==> src/rtl/id_ex_register_if.sv <==
// ID/EX stage bundle: ID-side capture inputs, WB write-through inputs and the
// registered EX-side outputs of the ID/EX pipeline register.
interface id_ex_register_if #(
  parameter int WORD_SIZE  = 16,
  parameter int CTRL_WIDTH = 8
);
  logic                  stall;
  logic                  flush;
  logic                  valid_id;
  logic [WORD_SIZE-1:0]  pc_id;
  logic [1:0]            rs_id;
  logic [1:0]            rt_id;
  logic [1:0]            rd_id;
  logic [WORD_SIZE-1:0]  rs_data_id;
  logic [WORD_SIZE-1:0]  rt_data_id;
  logic [WORD_SIZE-1:0]  imm_id;
  logic [CTRL_WIDTH-1:0] ctrl_id;
  logic                  mem_read_id;
  logic                  mem_write_id;
  logic                  reg_write_id;
  logic                  reg_write_wb;
  logic [1:0]            write_reg_wb;
  logic [WORD_SIZE-1:0]  write_data_wb;

  logic                  valid_ex;
  logic [WORD_SIZE-1:0]  pc_ex;
  logic [1:0]            rs_ex;
  logic [1:0]            rt_ex;
  logic [1:0]            rd_ex;
  logic [WORD_SIZE-1:0]  rs_data_ex;
  logic [WORD_SIZE-1:0]  rt_data_ex;
  logic [WORD_SIZE-1:0]  imm_ex;
  logic [CTRL_WIDTH-1:0] ctrl_ex;
  logic                  mem_read_ex;
  logic                  mem_write_ex;
  logic                  reg_write_ex;
  logic [15:0]           bubble_count;
  logic [15:0]           stall_count;

  modport slave (
    input  stall, flush, valid_id, pc_id, rs_id, rt_id, rd_id,
           rs_data_id, rt_data_id, imm_id, ctrl_id,
           mem_read_id, mem_write_id, reg_write_id,
           reg_write_wb, write_reg_wb, write_data_wb,
    output valid_ex, pc_ex, rs_ex, rt_ex, rd_ex, rs_data_ex, rt_data_ex,
           imm_ex, ctrl_ex, mem_read_ex, mem_write_ex, reg_write_ex,
           bubble_count, stall_count
  );

  modport master (
    output stall, flush, valid_id, pc_id, rs_id, rt_id, rd_id,
           rs_data_id, rt_data_id, imm_id, ctrl_id,
           mem_read_id, mem_write_id, reg_write_id,
           reg_write_wb, write_reg_wb, write_data_wb,
    input  valid_ex, pc_ex, rs_ex, rt_ex, rd_ex, rs_data_ex, rt_data_ex,
           imm_ex, ctrl_ex, mem_read_ex, mem_write_ex, reg_write_ex,
           bubble_count, stall_count
  );
endinterface

==> src/rtl/id_ex_register.sv <==
// ID/EX pipeline register with stall, flush and WB write-through bypass.
// Optional bubble/stall performance counters are enabled by ID_EX_PERF_CNT_EN.
module id_ex_register #(
  parameter int WORD_SIZE  = 16,
  parameter int CTRL_WIDTH = 8
) (
  input logic              clk,
  input logic              reset,
  id_ex_register_if.slave  bus
);

  typedef struct packed {
    logic                  valid;
    logic [WORD_SIZE-1:0]  pc;
    logic [1:0]            rs;
    logic [1:0]            rt;
    logic [1:0]            rd;
    logic [WORD_SIZE-1:0]  rs_data;
    logic [WORD_SIZE-1:0]  rt_data;
    logic [WORD_SIZE-1:0]  imm;
    logic [CTRL_WIDTH-1:0] ctrl;
    logic                  mem_read;
    logic                  mem_write;
    logic                  reg_write;
  } ex_stage_t;

  ex_stage_t ex_q;
  ex_stage_t ex_next;

  // Priority: flush > stall > load; a load of an invalid ID slot is a bubble.
  always_comb begin
    // NOTE: hold is the default so every path assigns ex_next and no latch is inferred.
    ex_next = ex_q;
    if (bus.flush) begin
      ex_next = '0;
    end else if (bus.stall) begin
      // Refresh held operands when their producer retires during the stall.
      if (ex_q.valid && bus.reg_write_wb) begin
        if (bus.write_reg_wb == ex_q.rs) ex_next.rs_data = bus.write_data_wb;
        if (bus.write_reg_wb == ex_q.rt) ex_next.rt_data = bus.write_data_wb;
      end
    end else if (!bus.valid_id) begin
      ex_next = '0;
    end else begin
      ex_next.valid     = 1'b1;
      ex_next.pc        = bus.pc_id;
      ex_next.rs        = bus.rs_id;
      ex_next.rt        = bus.rt_id;
      ex_next.rd        = bus.rd_id;
      ex_next.imm       = bus.imm_id;
      ex_next.ctrl      = bus.ctrl_id;
      ex_next.mem_read  = bus.mem_read_id;
      ex_next.mem_write = bus.mem_write_id;
      ex_next.reg_write = bus.reg_write_id;
      ex_next.rs_data   = (bus.reg_write_wb && bus.write_reg_wb == bus.rs_id)
                          ? bus.write_data_wb : bus.rs_data_id;
      ex_next.rt_data   = (bus.reg_write_wb && bus.write_reg_wb == bus.rt_id)
                          ? bus.write_data_wb : bus.rt_data_id;
    end
  end

  always_ff @(posedge clk or posedge reset) begin
    // NOTE: sequential state uses non-blocking assignments so all flops update together.
    if (reset) ex_q <= '0;
    else       ex_q <= ex_next;
  end

  assign bus.valid_ex     = ex_q.valid;
  assign bus.pc_ex        = ex_q.pc;
  assign bus.rs_ex        = ex_q.rs;
  assign bus.rt_ex        = ex_q.rt;
  assign bus.rd_ex        = ex_q.rd;
  assign bus.rs_data_ex   = ex_q.rs_data;
  assign bus.rt_data_ex   = ex_q.rt_data;
  assign bus.imm_ex       = ex_q.imm;
  assign bus.ctrl_ex      = ex_q.ctrl;
  assign bus.mem_read_ex  = ex_q.mem_read;
  assign bus.mem_write_ex = ex_q.mem_write;
  assign bus.reg_write_ex = ex_q.reg_write;

`ifdef ID_EX_PERF_CNT_EN
  logic        bubble_load;
  logic [15:0] bubble_q;
  logic [15:0] stall_q;

  assign bubble_load = bus.flush || (!bus.stall && !bus.valid_id);

  // Saturating counters: they stick at all-ones rather than wrapping.
  always_ff @(posedge clk or posedge reset) begin
    if (reset) begin
      bubble_q <= '0;
      stall_q  <= '0;
    end else begin
      if (bubble_load && bubble_q != 16'hFFFF) bubble_q <= bubble_q + 16'd1;
      if (bus.stall && !bus.flush && stall_q != 16'hFFFF) stall_q <= stall_q + 16'd1;
    end
  end

  assign bus.bubble_count = bubble_q;
  assign bus.stall_count  = stall_q;
`else
  assign bus.bubble_count = 16'h0000;
  assign bus.stall_count  = 16'h0000;
`endif

endmodule

==> src/flat_wrapper.sv <==
// flat-port wrapper written by rule: the top's interface ports become plain ports
module id_ex_register_flat 
#(
  parameter int WORD_SIZE  = 16,
  parameter int CTRL_WIDTH = 8
)
  (clk, reset, bus_stall, bus_flush, bus_valid_id, bus_pc_id, bus_rs_id, bus_rt_id, bus_rd_id, bus_rs_data_id, bus_rt_data_id, bus_imm_id, bus_ctrl_id, bus_mem_read_id, bus_mem_write_id, bus_reg_write_id, bus_reg_write_wb, bus_write_reg_wb, bus_write_data_wb, bus_valid_ex, bus_pc_ex, bus_rs_ex, bus_rt_ex, bus_rd_ex, bus_rs_data_ex, bus_rt_data_ex, bus_imm_ex, bus_ctrl_ex, bus_mem_read_ex, bus_mem_write_ex, bus_reg_write_ex, bus_bubble_count, bus_stall_count);
  id_ex_register_if #(.WORD_SIZE(WORD_SIZE), .CTRL_WIDTH(CTRL_WIDTH)) bus_i ();
  input logic clk;
  input logic reset;
  input wire logic [$bits(bus_i.stall)-1:0] bus_stall;
  input wire logic [$bits(bus_i.flush)-1:0] bus_flush;
  input wire logic [$bits(bus_i.valid_id)-1:0] bus_valid_id;
  input wire logic [$bits(bus_i.pc_id)-1:0] bus_pc_id;
  input wire logic [$bits(bus_i.rs_id)-1:0] bus_rs_id;
  input wire logic [$bits(bus_i.rt_id)-1:0] bus_rt_id;
  input wire logic [$bits(bus_i.rd_id)-1:0] bus_rd_id;
  input wire logic [$bits(bus_i.rs_data_id)-1:0] bus_rs_data_id;
  input wire logic [$bits(bus_i.rt_data_id)-1:0] bus_rt_data_id;
  input wire logic [$bits(bus_i.imm_id)-1:0] bus_imm_id;
  input wire logic [$bits(bus_i.ctrl_id)-1:0] bus_ctrl_id;
  input wire logic [$bits(bus_i.mem_read_id)-1:0] bus_mem_read_id;
  input wire logic [$bits(bus_i.mem_write_id)-1:0] bus_mem_write_id;
  input wire logic [$bits(bus_i.reg_write_id)-1:0] bus_reg_write_id;
  input wire logic [$bits(bus_i.reg_write_wb)-1:0] bus_reg_write_wb;
  input wire logic [$bits(bus_i.write_reg_wb)-1:0] bus_write_reg_wb;
  input wire logic [$bits(bus_i.write_data_wb)-1:0] bus_write_data_wb;
  output wire logic [$bits(bus_i.valid_ex)-1:0] bus_valid_ex;
  output wire logic [$bits(bus_i.pc_ex)-1:0] bus_pc_ex;
  output wire logic [$bits(bus_i.rs_ex)-1:0] bus_rs_ex;
  output wire logic [$bits(bus_i.rt_ex)-1:0] bus_rt_ex;
  output wire logic [$bits(bus_i.rd_ex)-1:0] bus_rd_ex;
  output wire logic [$bits(bus_i.rs_data_ex)-1:0] bus_rs_data_ex;
  output wire logic [$bits(bus_i.rt_data_ex)-1:0] bus_rt_data_ex;
  output wire logic [$bits(bus_i.imm_ex)-1:0] bus_imm_ex;
  output wire logic [$bits(bus_i.ctrl_ex)-1:0] bus_ctrl_ex;
  output wire logic [$bits(bus_i.mem_read_ex)-1:0] bus_mem_read_ex;
  output wire logic [$bits(bus_i.mem_write_ex)-1:0] bus_mem_write_ex;
  output wire logic [$bits(bus_i.reg_write_ex)-1:0] bus_reg_write_ex;
  output wire logic [$bits(bus_i.bubble_count)-1:0] bus_bubble_count;
  output wire logic [$bits(bus_i.stall_count)-1:0] bus_stall_count;
  assign bus_i.stall = bus_stall;
  assign bus_i.flush = bus_flush;
  assign bus_i.valid_id = bus_valid_id;
  assign bus_i.pc_id = bus_pc_id;
  assign bus_i.rs_id = bus_rs_id;
  assign bus_i.rt_id = bus_rt_id;
  assign bus_i.rd_id = bus_rd_id;
  assign bus_i.rs_data_id = bus_rs_data_id;
  assign bus_i.rt_data_id = bus_rt_data_id;
  assign bus_i.imm_id = bus_imm_id;
  assign bus_i.ctrl_id = bus_ctrl_id;
  assign bus_i.mem_read_id = bus_mem_read_id;
  assign bus_i.mem_write_id = bus_mem_write_id;
  assign bus_i.reg_write_id = bus_reg_write_id;
  assign bus_i.reg_write_wb = bus_reg_write_wb;
  assign bus_i.write_reg_wb = bus_write_reg_wb;
  assign bus_i.write_data_wb = bus_write_data_wb;
  assign bus_valid_ex = bus_i.valid_ex;
  assign bus_pc_ex = bus_i.pc_ex;
  assign bus_rs_ex = bus_i.rs_ex;
  assign bus_rt_ex = bus_i.rt_ex;
  assign bus_rd_ex = bus_i.rd_ex;
  assign bus_rs_data_ex = bus_i.rs_data_ex;
  assign bus_rt_data_ex = bus_i.rt_data_ex;
  assign bus_imm_ex = bus_i.imm_ex;
  assign bus_ctrl_ex = bus_i.ctrl_ex;
  assign bus_mem_read_ex = bus_i.mem_read_ex;
  assign bus_mem_write_ex = bus_i.mem_write_ex;
  assign bus_reg_write_ex = bus_i.reg_write_ex;
  assign bus_bubble_count = bus_i.bubble_count;
  assign bus_stall_count = bus_i.stall_count;
  id_ex_register #(.WORD_SIZE(WORD_SIZE), .CTRL_WIDTH(CTRL_WIDTH)) u_core (.clk(clk), .reset(reset), .bus(bus_i));
endmodule
==> config.mk <==
export PLATFORM = sky130hd
export DESIGN_NAME = id_ex_register_flat
export DESIGN_NICKNAME = d
export VERILOG_FILES = /design/src/rtl/id_ex_register_if.sv /design/src/rtl/id_ex_register.sv /design/src/flat_wrapper.sv
export SDC_FILE = /design/constraint.sdc
export NUM_CORES = 1
export LEC_CHECK = 0
export ABC_AREA = 1
export CAP_MARGIN = 10
export CORE_UTILIZATION = 42
export DETAILED_ROUTE_END_ITERATION = 10
export GPL_TIMING_DRIVEN = 0
export PLACE_DENSITY = 0.81
export SLEW_MARGIN = 15
export SYNTH_ARGS = -nofsm -noshare
export SYNTH_HDL_FRONTEND = slang
export SYNTH_SLANG_ARGS = --single-unit
==> constraint.sdc <==
create_clock -name clk -period 3.27 [get_ports clk]
set_input_delay 0.327 -clock clk [delete_from_list [all_inputs] [get_ports clk]]
set_output_delay 0.327 -clock clk [all_outputs]
set_load 0.01 [all_outputs]
; ---- Word level (Yosys, flattened, before mapping)
; Cells that the tools add are included.
[word_totals]
romBits = 0
latch_bits = 0
mem_count = 0
register_bits = 82
ramBits = 0
[op_classes]
div = 0
mux = 10
order_cmp = 0
bitwise_logic = 0
multipliers = 0
shift = 0
eq_ne = 8
addsub = 0
reduce_logical = 5
[ops]
columns = op, count
row1 = 2-to-1 mux 82 bit, 2
row2 = 2-to-1 mux 16 bit, 4
row3 = 2-to-1 mux 32 bit, 2
row4 = 2-to-1 mux 27 bit, 1
row5 = 2-to-1 mux 23 bit, 1
row6 = "inequality test 3 x 1 -> 1 bit, second input constant", 3
row7 = == test 2 bit, 4
row8 = AND reduction 2 bit, 2
row9 = logical AND 1 bit, 3
row10 = "inequality test 2 x 1 -> 1 bit, second input constant", 1

; ---- Longest topological paths before layout
[logic_depth]
ltp_word = 6
depth_mapped = 10
ltp_nobuf = 9

; ---- Worst setup path before layout
; No wires, ideal clock.
[synth_path]
path_kind = input to register
startpoint = in bus_write_reg_wb[0]
endpoint = reg u_core.ex_q (netlist bit u_core.bus.rt_data_ex[0])
setup_slack_ps = 1978
required_time_ps = 3153
cell_stages = 9
arrival_ps = 1175
cell_sequence = inv_2 -> nor2_1 -> nor2_2 -> buf_2 -> nand3_1 -> nand3_1 -> nand2_1 -> nand2_1 -> nand2_1
[synth_between]
elab_chain_cells = 6
elab_cells_between_ends = 9
classes_between = eq/ne: 3 / mux: 4 / reduce/logical: 2
[synth_lines]
columns = item, line
row1 = "start, declared", flat_wrapper.sv:26  ; input wire logic [$bits(bus_i.write_reg_wb)-1:0] bus_write_reg_wb;
row2 = == test 2 bit, id_ex_register.sv:57  ; ex_next.rt_data = (bus.reg_write_wb && bus.write_reg_wb == bus.rt_id)
row3 = logical AND 1 bit, id_ex_register.sv:57
row4 = 2-to-1 mux 16 bit, id_ex_register.sv:58  ; ? bus.write_data_wb : bus.rt_data_id;
row5 = 2-to-1 mux 82 bit, id_ex_register.sv:42  ; end else if (!bus.valid_id) begin
row6 = 2-to-1 mux 32 bit, id_ex_register.sv:36  ; end else if (bus.stall) begin
row7 = 2-to-1 mux 82 bit, id_ex_register.sv:34  ; if (bus.flush) begin
row8 = "end signal, assigned", id_ex_register.sv:65  ; else ex_q <= ex_next;
row9 = "end, declared", id_ex_register.sv:27  ; ex_stage_t ex_q;
; Several ways; a longest one is shown, not always the timed one.
; A chain may end at the register's enable or synchronous reset.

; ---- Final worst setup path
[layout_path]
startpoint = in bus_stall
endpoint = reg u_core.ex_q (netlist bit u_core.bus.rs_data_ex[1])
[layout_between]
elab_chain_cells = 2
elab_cells_between_ends = 5
classes_between = eq/ne: 2 / mux: 2 / reduce/logical: 1
[layout_lines]
columns = item, line
row1 = "start, declared", flat_wrapper.sv:11  ; input wire logic [$bits(bus_i.stall)-1:0] bus_stall;
row2 = inequality test 3 x 1 -> 1 bit (no line) or 2-to-1 mux 32 bit (tied branches), n/a
row3 = AND reduction 2 bit (no line) or 2-to-1 mux 82 bit (tied branches), n/a
; Several ways; a longest one is shown, not always the timed one.

==> run summary <==
Final hold violations = 0
Max IR drop VDD = 0.214 mV
Layout cells sized above 1 = 0.114
Final #Nets = 993
Synthesized instance count = 660
Vias per cell = 4.67
DP Area = 6930 µm²
Count leader, synth = nand2_1
Hold buffers post-CTS = 0
Metal-1 WL = 5.71 mm
Vias in the first global route = 4637
Proportion of synthesized area in mux cells = 0
Clock Path Buffers = 2
Max Clk Rate = 556 MHz
Area Overhead vs Synth = 51.6%
Root buf cell = clkbuf_16
R2R depth = 7
Die H = 108 µm
Routed wl met3 = 1.46 mm
Die Wd = 108 µm
DRC viols = 0
Area share of the largest cell type after synthesis = 0.431
Clk sink count = 82
RSZ-0062 raised after global routing = no
Die area = 11800 µm²
Ys flop type = dfrtp_1
Reg2Reg Launch Point = u_core.bus.rt_ex[1]
IO Pins = 219
Worst-margin pin slew = 0.534 ns
Crit path time final = 1.80 ns
Non-Filler Instances = 1031
Worst setup path start = bus_stall
N_diodes = 0
Fillers = 966
Skew final = 0.00657 ns
Core ar. = 10900 µm²
Multi-input gate area = 2000 µm²
Total Power = 2.73 mW
Compound-Gate Fraction of Synth Area = 0.113
Max-Cap Viols = 0
Pre-CTS setup slack = 1.13 ns
CTS tree = done
Clk Latency, worst-skew pair = 0.33 ns
Sequential cell area fraction in the yosys report = 0.431
Worst EP required = 3.54 ns
Post-DP HPWL = 10.8 mm
Synth Register Bits = 82
Fin. max-slew vios = 0
Postcts setup bufs = 0
H-tree levels = 3
Min-delay worst type = in -> async
Top post-synthesis cells by area = dfrtp_1 43%, nand2_1 15%, nand3_1 8.5%
Status = completed
Final hold slack = 0.379 ns
Largest family of logic cells by synthesized area = simple AND/OR/NAND/NOR gates
Initial antenna violation count = 0
CP Cell Sequence = clkdlybuf4s50_1 -> inv_1 -> nor2_2 -> inv_1 -> a31oi_4 -> buf_2 -> nand2_1 -> nand2_1
Cell taking the most area after synthesis = dfrtp_1
CP Max Fanout = 10
Initial Util = 0.435
Clk slew on worst S/H paths = 0.06 ns
Synth cell count leaders = 185 x nand2_1, 106 x inv_1, 82 x dfrtp_1
Num CTS Buffers = 9
Post-Synth XOR/XNOR Area = 0.00342
Design Area, Final = 7210 µm²
Type of the worst setup path = in -> reg
WL per Instance = 13.6 µm
Asr flop ratio synth = 1.00
Crit path launch type = input pin
Flop-to-flop setup slack = 1.76 ns
DR top layer = met4
Max stage delay on crit path = 0.46 ns
WP data arrival = 2.07 ns
Final core occ = 0.659
Endpoint type of the worst setup path = flip-flop
Syn_area_per_cell = 7.21 µm²
Synthesized area = 4760 µm²
CTS resizes = 0
Post-Synth Adder-Cell Area = 0
Post-route setup slack = 1.47 ns
Total Neg Setup Slack = 0 ns
EDFF count, synth = 0
Count of final setup violators = 0
Initial DRC Count = 179
Site row count = 38
GRT Total Usage = 0.246
First-pass GRT wire length = 22.4 mm
Ys Warns = 0
Leakage dissipation = 3.71 nW
CP max stage cell = clkdlybuf4s50_1
Reg2reg end = u_core.bus.rt_data_ex[9]
Power density over the cells = 379 nW/µm²
Yosys cell types = 23
Worst relative slew slack = 0.644
Critical Path Sink = u_core.bus.rs_data_ex[1]
Grt total ovfl = 0
Post-Route WL = 14.0 mm
Largest net degree at the start of global routing = 45
Post-Place Cells = 1017
Crit share post-route = 0.550
Routed Antenna Nets = 0
Via count = 4810
DRT Pass-1 Iters = 4
RD Place Congestion = 0.893
Routed wl met2 = 6.49 mm
Post-synthesis simple-gate area fraction = 0.279
Storage cell area = 2050 µm²
IO Port Bufs = 185
==> how the worst min path moves through the flow <==
stage | from | to | cells past startpoint | slack, ns
3_3_place_gp | u_core.bus.imm_ex[12] | u_core.bus.imm_ex[12] | 2 | 0.47
3_5_place_dp | u_core.bus.rs_data_ex[4] | u_core.bus.rs_data_ex[4] | 2 | 0.47
4_1_cts | reset | u_core.bus.imm_ex[5] | 2 | 0.40
5_1_grt | reset | u_core.bus.imm_ex[5] | 2 | 0.44
6_report | reset | u_core.bus.imm_ex[8] | 2 | 0.38
2_1_floorplan | bus_rs_id[0] | u_core.bus.rs_ex[0] | 2 | 0.47
==> cells in the final DEF (no fill, tap or decap), types with 9 or more instances in the layout <==
cell / n
o21ai_0: 64
buf_4: 32
clkbuf_16: 9
clkdlybuf4s50_1: 185
inv_1: 105
nand2_2: 20
dfrtp_1: 82
a21oi_1: 35
clkbuf_1: 15
nand3_1: 81
buf_2: 19
conb_1: 32
nand2_1: 185
==> worst max-delay path, delay by kind of cell <==
kind,cells,cell delay (ns)
buffers and inverters,4,1.00
AOI/OAI and AO/OA,1,0.29
and+or+nand+nor,3,0.45
==> state kept, by name, indices dropped and copies added, names as in the netlist <==
name,count
u_core.bus.rs_data_ex,16
u_core.bus.rs_ex,2
u_core.bus.rd_ex,2
u_core.bus.pc_ex,16
u_core.bus.imm_ex,16
u_core.bus.valid_ex,1
u_core.bus.ctrl_ex,8
u_core.bus.rt_ex,2
u_core.bus.mem_read_ex,1
u_core.bus.reg_write_ex,1
u_core.bus.rt_data_ex,16
u_core.bus.mem_write_ex,1
==> routing by layer <==
metal  vias to the layer above  track usage
met5                         -            0
met4                         0       0.0888
met3                        24       0.0717
met2                       218        0.415
met1                      2129        0.297
li1                       2439            -
==> where the power goes <==
part / switching [mW] / internal (mW) / leakage (nW)
logic: 0.303 / 0.321 / 2.47
registers: 0.0350 / 1.07 / 1.10
clock network: 0.417 / 0.584 / 0.138
total: 0.754 / 1.98 / 3.71
==> area by class of cell <==
class	count	share of cell area
clock inverter	5	0.00781
buffer	68	0.0574
timing repair buffer	186	0.261
inverter	108	0.0566
sequential	82	0.285
tap	140	0.0243
multi-input combinational	433	0.277
clock buffer	9	0.0312
==> kinds of logic (layout without fill, tap and decap cells) <==
group | count (synthesis) | in the layout
compound gates | 103 | 103
flops | 82 | 82
simple gates | 297 | 297
buf+inv | 176 | 376
xor+xnor | 1 | 1
other cells | 1 | 32
No activity file was read; power rests on OpenSTA's default activity.
